--- config.mk ---
export PLATFORM = sky130hd
export DESIGN_NAME = vending_payment_ctrl_flat
export DESIGN_NICKNAME = d
export VERILOG_FILES = /design/src/rtl/vending_pkg.sv /design/src/rtl/vending_payment_ctrl_if.sv /design/src/rtl/vending_timeout_ctr.sv /design/src/rtl/vending_payment_ctrl.sv /design/src/flat_wrapper.sv
export SDC_FILE = /design/constraint.sdc
export NUM_CORES = 1
export LEC_CHECK = 0
export CORE_UTILIZATION = 60
export DETAILED_ROUTE_END_ITERATION = 8
export PLACE_DENSITY_LB_ADDON = 0.05
export SLEW_MARGIN = 15
export SYNTH_ARGS = -nofsm -noshare
export SYNTH_HDL_FRONTEND = slang
export SYNTH_SLANG_ARGS = --single-unit
--- constraint.sdc ---
create_clock -name clk -period 6.7 [get_ports clk]
set_input_delay 1.34 -clock clk [delete_from_list [all_inputs] [get_ports clk]]
set_output_delay 1.34 -clock clk [all_outputs]
set_load 0.01 [all_outputs]
--- src/rtl/vending_pkg.sv ---
// Shared types and constants for the vending payment stage.
// Holds the FSM state encoding, coin codes and the coin-to-cents decode.
package vending_pkg;

  localparam int unsigned CREDIT_W = 8;

  typedef enum logic [1:0] {
    StIdle,
    StCollect,
    StVend,
    StChange
  } state_e;

  localparam logic [1:0] Coin5   = 2'd0;
  localparam logic [1:0] Coin10  = 2'd1;
  localparam logic [1:0] Coin25  = 2'd2;
  localparam logic [1:0] Coin100 = 2'd3;

  function automatic logic [CREDIT_W-1:0] coin_value(input logic [1:0] code);
    logic [CREDIT_W-1:0] val;
    unique case (code)
      Coin5:   val = 8'd5;
      Coin10:  val = 8'd10;
      Coin25:  val = 8'd25;
      default: val = 8'd100;
    endcase
    return val;
  endfunction

endpackage

--- src/rtl/vending_payment_ctrl_if.sv ---
// Coin/selection inputs, dispense handshake and refund outputs of the payment stage.
// The master modport is the environment side; the slave modport is the controller.
interface vending_payment_ctrl_if;
  import vending_pkg::*;

  logic                coin_valid;
  logic [1:0]          coin_type;
  logic                sel_valid;
  logic [CREDIT_W-1:0] sel_price;
  logic                cancel;
  logic                dispense_ack;
  logic                dispense_req;
  logic                payment_ok;
  logic [CREDIT_W-1:0] credit;
  logic                coin_reject;
  logic                change_valid;
  logic [CREDIT_W-1:0] change_amt;

  modport master (
    output coin_valid, coin_type, sel_valid, sel_price, cancel, dispense_ack,
    input  dispense_req, payment_ok, credit, coin_reject, change_valid, change_amt
  );

  modport slave (
    input  coin_valid, coin_type, sel_valid, sel_price, cancel, dispense_ack,
    output dispense_req, payment_ok, credit, coin_reject, change_valid, change_amt
  );

endinterface

--- src/rtl/vending_timeout_ctr.sv ---
// Inactivity counter: counts while enabled, clears on demand, flags TIMEOUT_CYCLES-1.
// Holds at terminal count rather than wrapping.
module vending_timeout_ctr #(
  parameter int unsigned TIMEOUT_CYCLES = 1000
) (
  input  logic clk,
  input  logic rst_n,
  input  logic clr,
  input  logic en,
  output logic tc
);

  localparam int unsigned CntW = (TIMEOUT_CYCLES > 1) ? $clog2(TIMEOUT_CYCLES) : 1;
  localparam logic [CntW-1:0] TcVal = CntW'(TIMEOUT_CYCLES - 1);

  logic [CntW-1:0] cnt_q;

  always_ff @(posedge clk or negedge rst_n) begin
    if (!rst_n) begin
      cnt_q <= '0;
    end else if (clr) begin
      cnt_q <= '0;
    end else if (en && (cnt_q != TcVal)) begin
      cnt_q <= cnt_q + 1'b1;
    end
  end

  assign tc = (cnt_q == TcVal);

endmodule

--- src/rtl/vending_payment_ctrl.sv ---
// Payment stage: accumulates coins, latches price, hands off to the dispenser,
// then returns change. Handles cancel and inactivity refund; all outputs registered.
module vending_payment_ctrl
  import vending_pkg::*;
#(
  parameter int unsigned MAX_CREDIT     = 200,
  parameter int unsigned TIMEOUT_CYCLES = 1000
) (
  input logic                  clk,
  input logic                  rst_n,
  vending_payment_ctrl_if.slave bus
);

  state_e              state_q, state_d;
  logic [CREDIT_W-1:0] credit_q, credit_d;
  logic [CREDIT_W-1:0] price_q, price_d;
  logic [CREDIT_W-1:0] change_amt_q, change_amt_d;
  logic                vend_q, vend_d;
  logic                coin_reject_q, coin_reject_d;
  logic                change_valid_q, change_valid_d;

  logic [CREDIT_W:0]   coin_sum;
  logic                coin_fits;
  logic                sel_ok;
  logic [CREDIT_W-1:0] remainder;
  logic                activity;
  logic                timeout;

  // 9-bit sum so a large coin on high credit cannot wrap past the limit check
  assign coin_sum  = {1'b0, credit_q} + {1'b0, coin_value(bus.coin_type)};
  assign coin_fits = (coin_sum <= (CREDIT_W+1)'(MAX_CREDIT));
  assign sel_ok    = bus.sel_valid && (bus.sel_price != '0);
  assign remainder = credit_q - price_q;

  vending_timeout_ctr #(
    .TIMEOUT_CYCLES(TIMEOUT_CYCLES)
  ) u_timeout_ctr (
    .clk  (clk),
    .rst_n(rst_n),
    .clr  ((state_q != StCollect) || activity),
    .en   (state_q == StCollect),
    .tc   (timeout)
  );

  always_comb begin
    state_d        = state_q;
    credit_d       = credit_q;
    price_d        = price_q;
    change_amt_d   = change_amt_q;
    vend_d         = 1'b0;
    coin_reject_d  = 1'b0;
    change_valid_d = 1'b0;
    activity       = 1'b0;

    case (state_q)
      StIdle: begin
        if (sel_ok) price_d = bus.sel_price;
        if (bus.coin_valid) begin
          if (coin_fits) begin
            credit_d = coin_sum[CREDIT_W-1:0];
            state_d  = StCollect;
          end else begin
            coin_reject_d = 1'b1;
          end
        end
      end
      StCollect: begin
        if (bus.cancel || timeout) begin
          state_d        = StChange;
          change_valid_d = 1'b1;
          change_amt_d   = credit_q;
          coin_reject_d  = bus.coin_valid;
        end else if ((price_q != '0) && (credit_q >= price_q)) begin
          // Any coin alongside the hand-off is returned, selection is dropped
          state_d       = StVend;
          vend_d        = 1'b1;
          coin_reject_d = bus.coin_valid;
        end else begin
          if (sel_ok) begin
            price_d  = bus.sel_price;
            activity = 1'b1;
          end
          if (bus.coin_valid) begin
            if (coin_fits) begin
              credit_d = coin_sum[CREDIT_W-1:0];
              activity = 1'b1;
            end else begin
              coin_reject_d = 1'b1;
            end
          end
        end
      end
      StVend: begin
        vend_d        = 1'b1;
        coin_reject_d = bus.coin_valid;
        if (bus.dispense_ack) begin
          vend_d   = 1'b0;
          credit_d = remainder;
          price_d  = '0;
          if (remainder != '0) begin
            state_d        = StChange;
            change_valid_d = 1'b1;
            change_amt_d   = remainder;
          end else begin
            state_d = StIdle;
          end
        end
      end
      StChange: begin
        credit_d      = '0;
        price_d       = '0;
        state_d       = StIdle;
        coin_reject_d = bus.coin_valid;
      end
      default: state_d = StIdle;
    endcase
  end

  always_ff @(posedge clk or negedge rst_n) begin
    if (!rst_n) begin
      state_q        <= StIdle;
      credit_q       <= '0;
      price_q        <= '0;
      change_amt_q   <= '0;
      vend_q         <= 1'b0;
      coin_reject_q  <= 1'b0;
      change_valid_q <= 1'b0;
    end else begin
      state_q        <= state_d;
      credit_q       <= credit_d;
      price_q        <= price_d;
      change_amt_q   <= change_amt_d;
      vend_q         <= vend_d;
      coin_reject_q  <= coin_reject_d;
      change_valid_q <= change_valid_d;
    end
  end

  assign bus.dispense_req = vend_q;
  assign bus.payment_ok   = vend_q;
  assign bus.credit       = credit_q;
  assign bus.coin_reject  = coin_reject_q;
  assign bus.change_valid = change_valid_q;
  assign bus.change_amt   = change_amt_q;

endmodule

--- src/flat_wrapper.sv ---
// flat-port wrapper written by rule: the top's interface ports become plain ports
module vending_payment_ctrl_flat import vending_pkg::*;
#(
  parameter int unsigned MAX_CREDIT     = 200,
  parameter int unsigned TIMEOUT_CYCLES = 1000
)
  (clk, rst_n, bus_coin_valid, bus_coin_type, bus_sel_valid, bus_sel_price, bus_cancel, bus_dispense_ack, bus_dispense_req, bus_payment_ok, bus_credit, bus_coin_reject, bus_change_valid, bus_change_amt);
  vending_payment_ctrl_if bus_i ();
  input logic clk;
  input logic rst_n;
  input wire logic [$bits(bus_i.coin_valid)-1:0] bus_coin_valid;
  input wire logic [$bits(bus_i.coin_type)-1:0] bus_coin_type;
  input wire logic [$bits(bus_i.sel_valid)-1:0] bus_sel_valid;
  input wire logic [$bits(bus_i.sel_price)-1:0] bus_sel_price;
  input wire logic [$bits(bus_i.cancel)-1:0] bus_cancel;
  input wire logic [$bits(bus_i.dispense_ack)-1:0] bus_dispense_ack;
  output wire logic [$bits(bus_i.dispense_req)-1:0] bus_dispense_req;
  output wire logic [$bits(bus_i.payment_ok)-1:0] bus_payment_ok;
  output wire logic [$bits(bus_i.credit)-1:0] bus_credit;
  output wire logic [$bits(bus_i.coin_reject)-1:0] bus_coin_reject;
  output wire logic [$bits(bus_i.change_valid)-1:0] bus_change_valid;
  output wire logic [$bits(bus_i.change_amt)-1:0] bus_change_amt;
  assign bus_i.coin_valid = bus_coin_valid;
  assign bus_i.coin_type = bus_coin_type;
  assign bus_i.sel_valid = bus_sel_valid;
  assign bus_i.sel_price = bus_sel_price;
  assign bus_i.cancel = bus_cancel;
  assign bus_i.dispense_ack = bus_dispense_ack;
  assign bus_dispense_req = bus_i.dispense_req;
  assign bus_payment_ok = bus_i.payment_ok;
  assign bus_credit = bus_i.credit;
  assign bus_coin_reject = bus_i.coin_reject;
  assign bus_change_valid = bus_i.change_valid;
  assign bus_change_amt = bus_i.change_amt;
  vending_payment_ctrl #(.MAX_CREDIT(MAX_CREDIT), .TIMEOUT_CYCLES(TIMEOUT_CYCLES)) u_core (.clk(clk), .rst_n(rst_n), .bus(bus_i));
endmodule
==> results_dict.tcl <==
set metrics [dict create \
    worstPathArrival_ns 4.96 \
    fin_skew_ns 0.0102 \
    grt.total_usage_pct 26.8 \
    insertedDiodeCount 0 \
    grt_setup_unrepaired "false" \
    synth_simple_gate_area_share_pct 19.7 \
    post_cts_buffers 0 \
    slew_viol_final 0 \
    grt_max_degree 40 \
    synth_ff_type "dfrtp_1" \
    p_per_area_nw_per_um2 530 \
    max-cap-violations 0 \
    met1_length_um 2940 \
    setup_viol 0 \
    cts_max_level 2 \
    dr_wl_met2_um 3100 \
    synth_fp_nets 373 \
    antenna_found_initial 0 \
    hold_path.class "reg2reg" \
    fin_hold_ws_ns 0.504 \
    ys_top_cells_by_area "dfrtp_1 (33%), ha_1 (11%), mux2_2 (6.1%)" \
    drc 0 \
    routed_wl_um 6360 \
    wl_per_cell_um 14.8 \
    cts.sinks 39 \
    post-route-period-util_pct 71.4 \
    worst_pin_slew_ns 1.08 \
    route.met3.wl_um 208 \
    clk_path_buf_depth 2 \
    drt-pass1-iter-count 5 \
    die_y_um 72.3 \
    initial_core_util_pct 62.4 \
    grt_first_pass_wirelength_um 10800 \
    drt_iter0_markers 132 \
    fmax_mhz 209 \
    coreArea_sq_um 4750 \
    drtAntennaViolNets 0 \
    ys_top_cells_by_count "dfrtp_1 (39), nand2_1 (31), o21ai_0 (29)" \
    finalHoldViolations 0 \
    via_per_inst 5.88 \
    synth_top_family_by_area "compound AO/OA/AOI/OAI gates" \
    drive_gt1_share_pct 8.79 \
    async_flop_share_pct 100 \
    synth_compound_area_share_pct 19.7 \
    clk_pin_slew_worst_paths_ns 0.08 \
    hpwlAfterDp_um 4960 \
    synth.area.mux_share_pct 7.75 \
    yosysSeqAreaShare_pct 32.9 \
    relSlewSlack_pct 27.5 \
    die_area_sq_um 5230 \
    yosysMostFrequentCell "dfrtp_1" \
    critical_path_class "in2reg" \
    critPathLaunchType "input pin" \
    place_area_sq_um 3350 \
    grt_overflow_total 0 \
    syn2layout_area_growth_pct 15.6 \
    syn_avg_cell_area_sq_um 9.00 \
    final_cell_area_sq_um 3430 \
    synth_top_cell_by_area "dfrtp_1" \
    row_count 25 \
    cts_hold_buf 0 \
    vias 2534 \
    root_buffer "clkbuf_8" \
    syn-cell-area_sq_um 2970 \
    synthDistinctLibCells 61 \
    clk_latency_ns 0.30 \
    synth_fa_ha_area_share_pct 11.9 \
    critPathCaptureType "flip-flop" \
    layout_min_cycle_time_ns 4.78 \
    top_layer "met4" \
    synthXorXnorAreaFrac_pct 3.24 \
    p_leak_nw 1.49 \
    ys_warn_count 0 \
    place.gp.congestion 0.837 \
    synth_edf_count 0 \
    crit_fanout 10 \
    cts_tree "yes" \
    power.total_mw 1.82 \
    outcome "finished clean" \
    crit_required_ns 6.88 \
    grt_pass1_vias 2323 \
    post_cts_resized 0 \
    io_buffers 35 \
    die_w_um 72.3 \
    synthCells 330 \
    tns_ns 0 \
    nets 406 \
    synth_top_area_share_pct 32.9 \
    vdd.ir_drop.worst_mv 0.266 \
    io_pins 36 \
    synth-seq-cells 39 \
    cts_buffers 5 \
]
## area by class of cell
| class | instances | area (sq um) |
|---|---|---|
| inverters | 25 | 93.8 |
| repair buffers | 35 | 345 |
| well taps | 67 | 83.8 |
| fillers | 400 | 1320 |
| clock inverters | 2 | 12.5 |
| flip-flops and latches | 39 | 976 |
| clock buffers | 6 | 72.6 |
| multi-input cells | 257 | 1850 |
## cell usage in the layout (no fill, tap or decap), types with 2 or more instances in the layout
cell type,count
and3b_1,2
nand3b_1,3
nor3_1,5
or3_1,2
a21oi_1,16
clkdlybuf4s50_1,34
nor2_1,26
inv_1,25
or2_2,2
dfrtp_1,39
and2_1,5
nor2b_1,4
nand2_1,31
xnor2_1,4
and3_1,2
o21a_1,2
a211oi_1,4
nand3_1,9
fa_1,2
nand4_1,3
a21o_1,3
mux2i_1,5
nor4_1,3
clkbuf_8,5
nor4b_1,2
or4_1,4
o211ai_1,3
o21bai_1,4
nand2b_1,4
mux2_2,16
ha_1,25
o41ai_1,2
a21boi_0,2
o31ai_1,2
a2111oi_0,2
o21ai_0,29
xor2_1,7
## cells by family (layout without fill, tap and decap cells)
| family | count (synthesis) | in the layout |
|---|---|---|
| AO/OA/AOI/OAI | 85 | 85 |
| buffers and inverters | 34 | 68 |
| multiplexers | 21 | 21 |
| adder cells (fa/ha/maj) | 27 | 27 |
| AND/OR/NAND/NOR | 113 | 113 |
| XOR/XNOR | 11 | 11 |
| flip-flops | 39 | 39 |
## registers in the layout (all words and copies together) (netlist names)
name                        count
u_core.u_timeout_ctr.cnt_q     10
u_core.state_q                  2
u_core.bus.credit               8
u_core.price_q                  8
u_core.bus.dispense_req         1
u_core.bus.change_amt           8
u_core.bus.coin_reject          1
u_core.bus.change_valid         1
## critical path: stages
cell and delay, ns:
clkdlybuf4s50_1 0.50, ha_1 0.33, nor2_1 0.15, ha_1 0.19
inv_1 0.06, fa_1 0.39, nand2b_1 0.18, a21oi_1 0.17
xor2_1 0.11, nor4_2 0.44, o311ai_4 0.18, a221oi_4 0.52
mux2_2 0.40
## stage by stage
step	instances	util [%]	worst slack (ns)
3_5_place_dp	423	70.4	1.60
3_3_place_gp	423	70.4	1.74
4_1_cts	431	72.2	1.90
2_1_floorplan	330	-	2.44
5_1_grt	431	72.2	1.67
6_report	431	72.2	1.92
## layer usage
| layer | global-route usage, % | vias to the layer above |
|---|---|---|
| met5 | 0 | - |
| met2 | 45.3 | 48 |
| met1 | 35.2 | 1222 |
| li1 | - | 1255 |
| met3 | 4.17 | 9 |
| met4 | 8.71 | 0 |
## where the power goes
group	switching, mW	internal, mW	leakage, nW
Sequential	0.0931	0.327	0.504
Clock	0.0855	0.0728	0.0412
Combinational	0.676	0.564	0.947
Total	0.855	0.964	1.49
## final timing paths
check / startpoint / to / slack [ns] / cells after the start
setup / recovery: bus_coin_type[1] / u_core.bus.credit[5] / 1.92 / 13
hold / removal: u_core.price_q[4] / u_core.price_q[4] / 0.50 / 2
max in group asynchronous: rst_n / u_core.bus.change_amt[1] / 5.00 / 1
setup reg to reg: u_core.bus.credit[0] / u_core.bus.change_amt[1] / 3.47 / 11
min in group asynchronous: rst_n / u_core.bus.dispense_req / 1.14 / 1
hold reg to reg: u_core.price_q[4] / u_core.price_q[4] / 0.50 / 2
(Power assumes the default switching activity.)
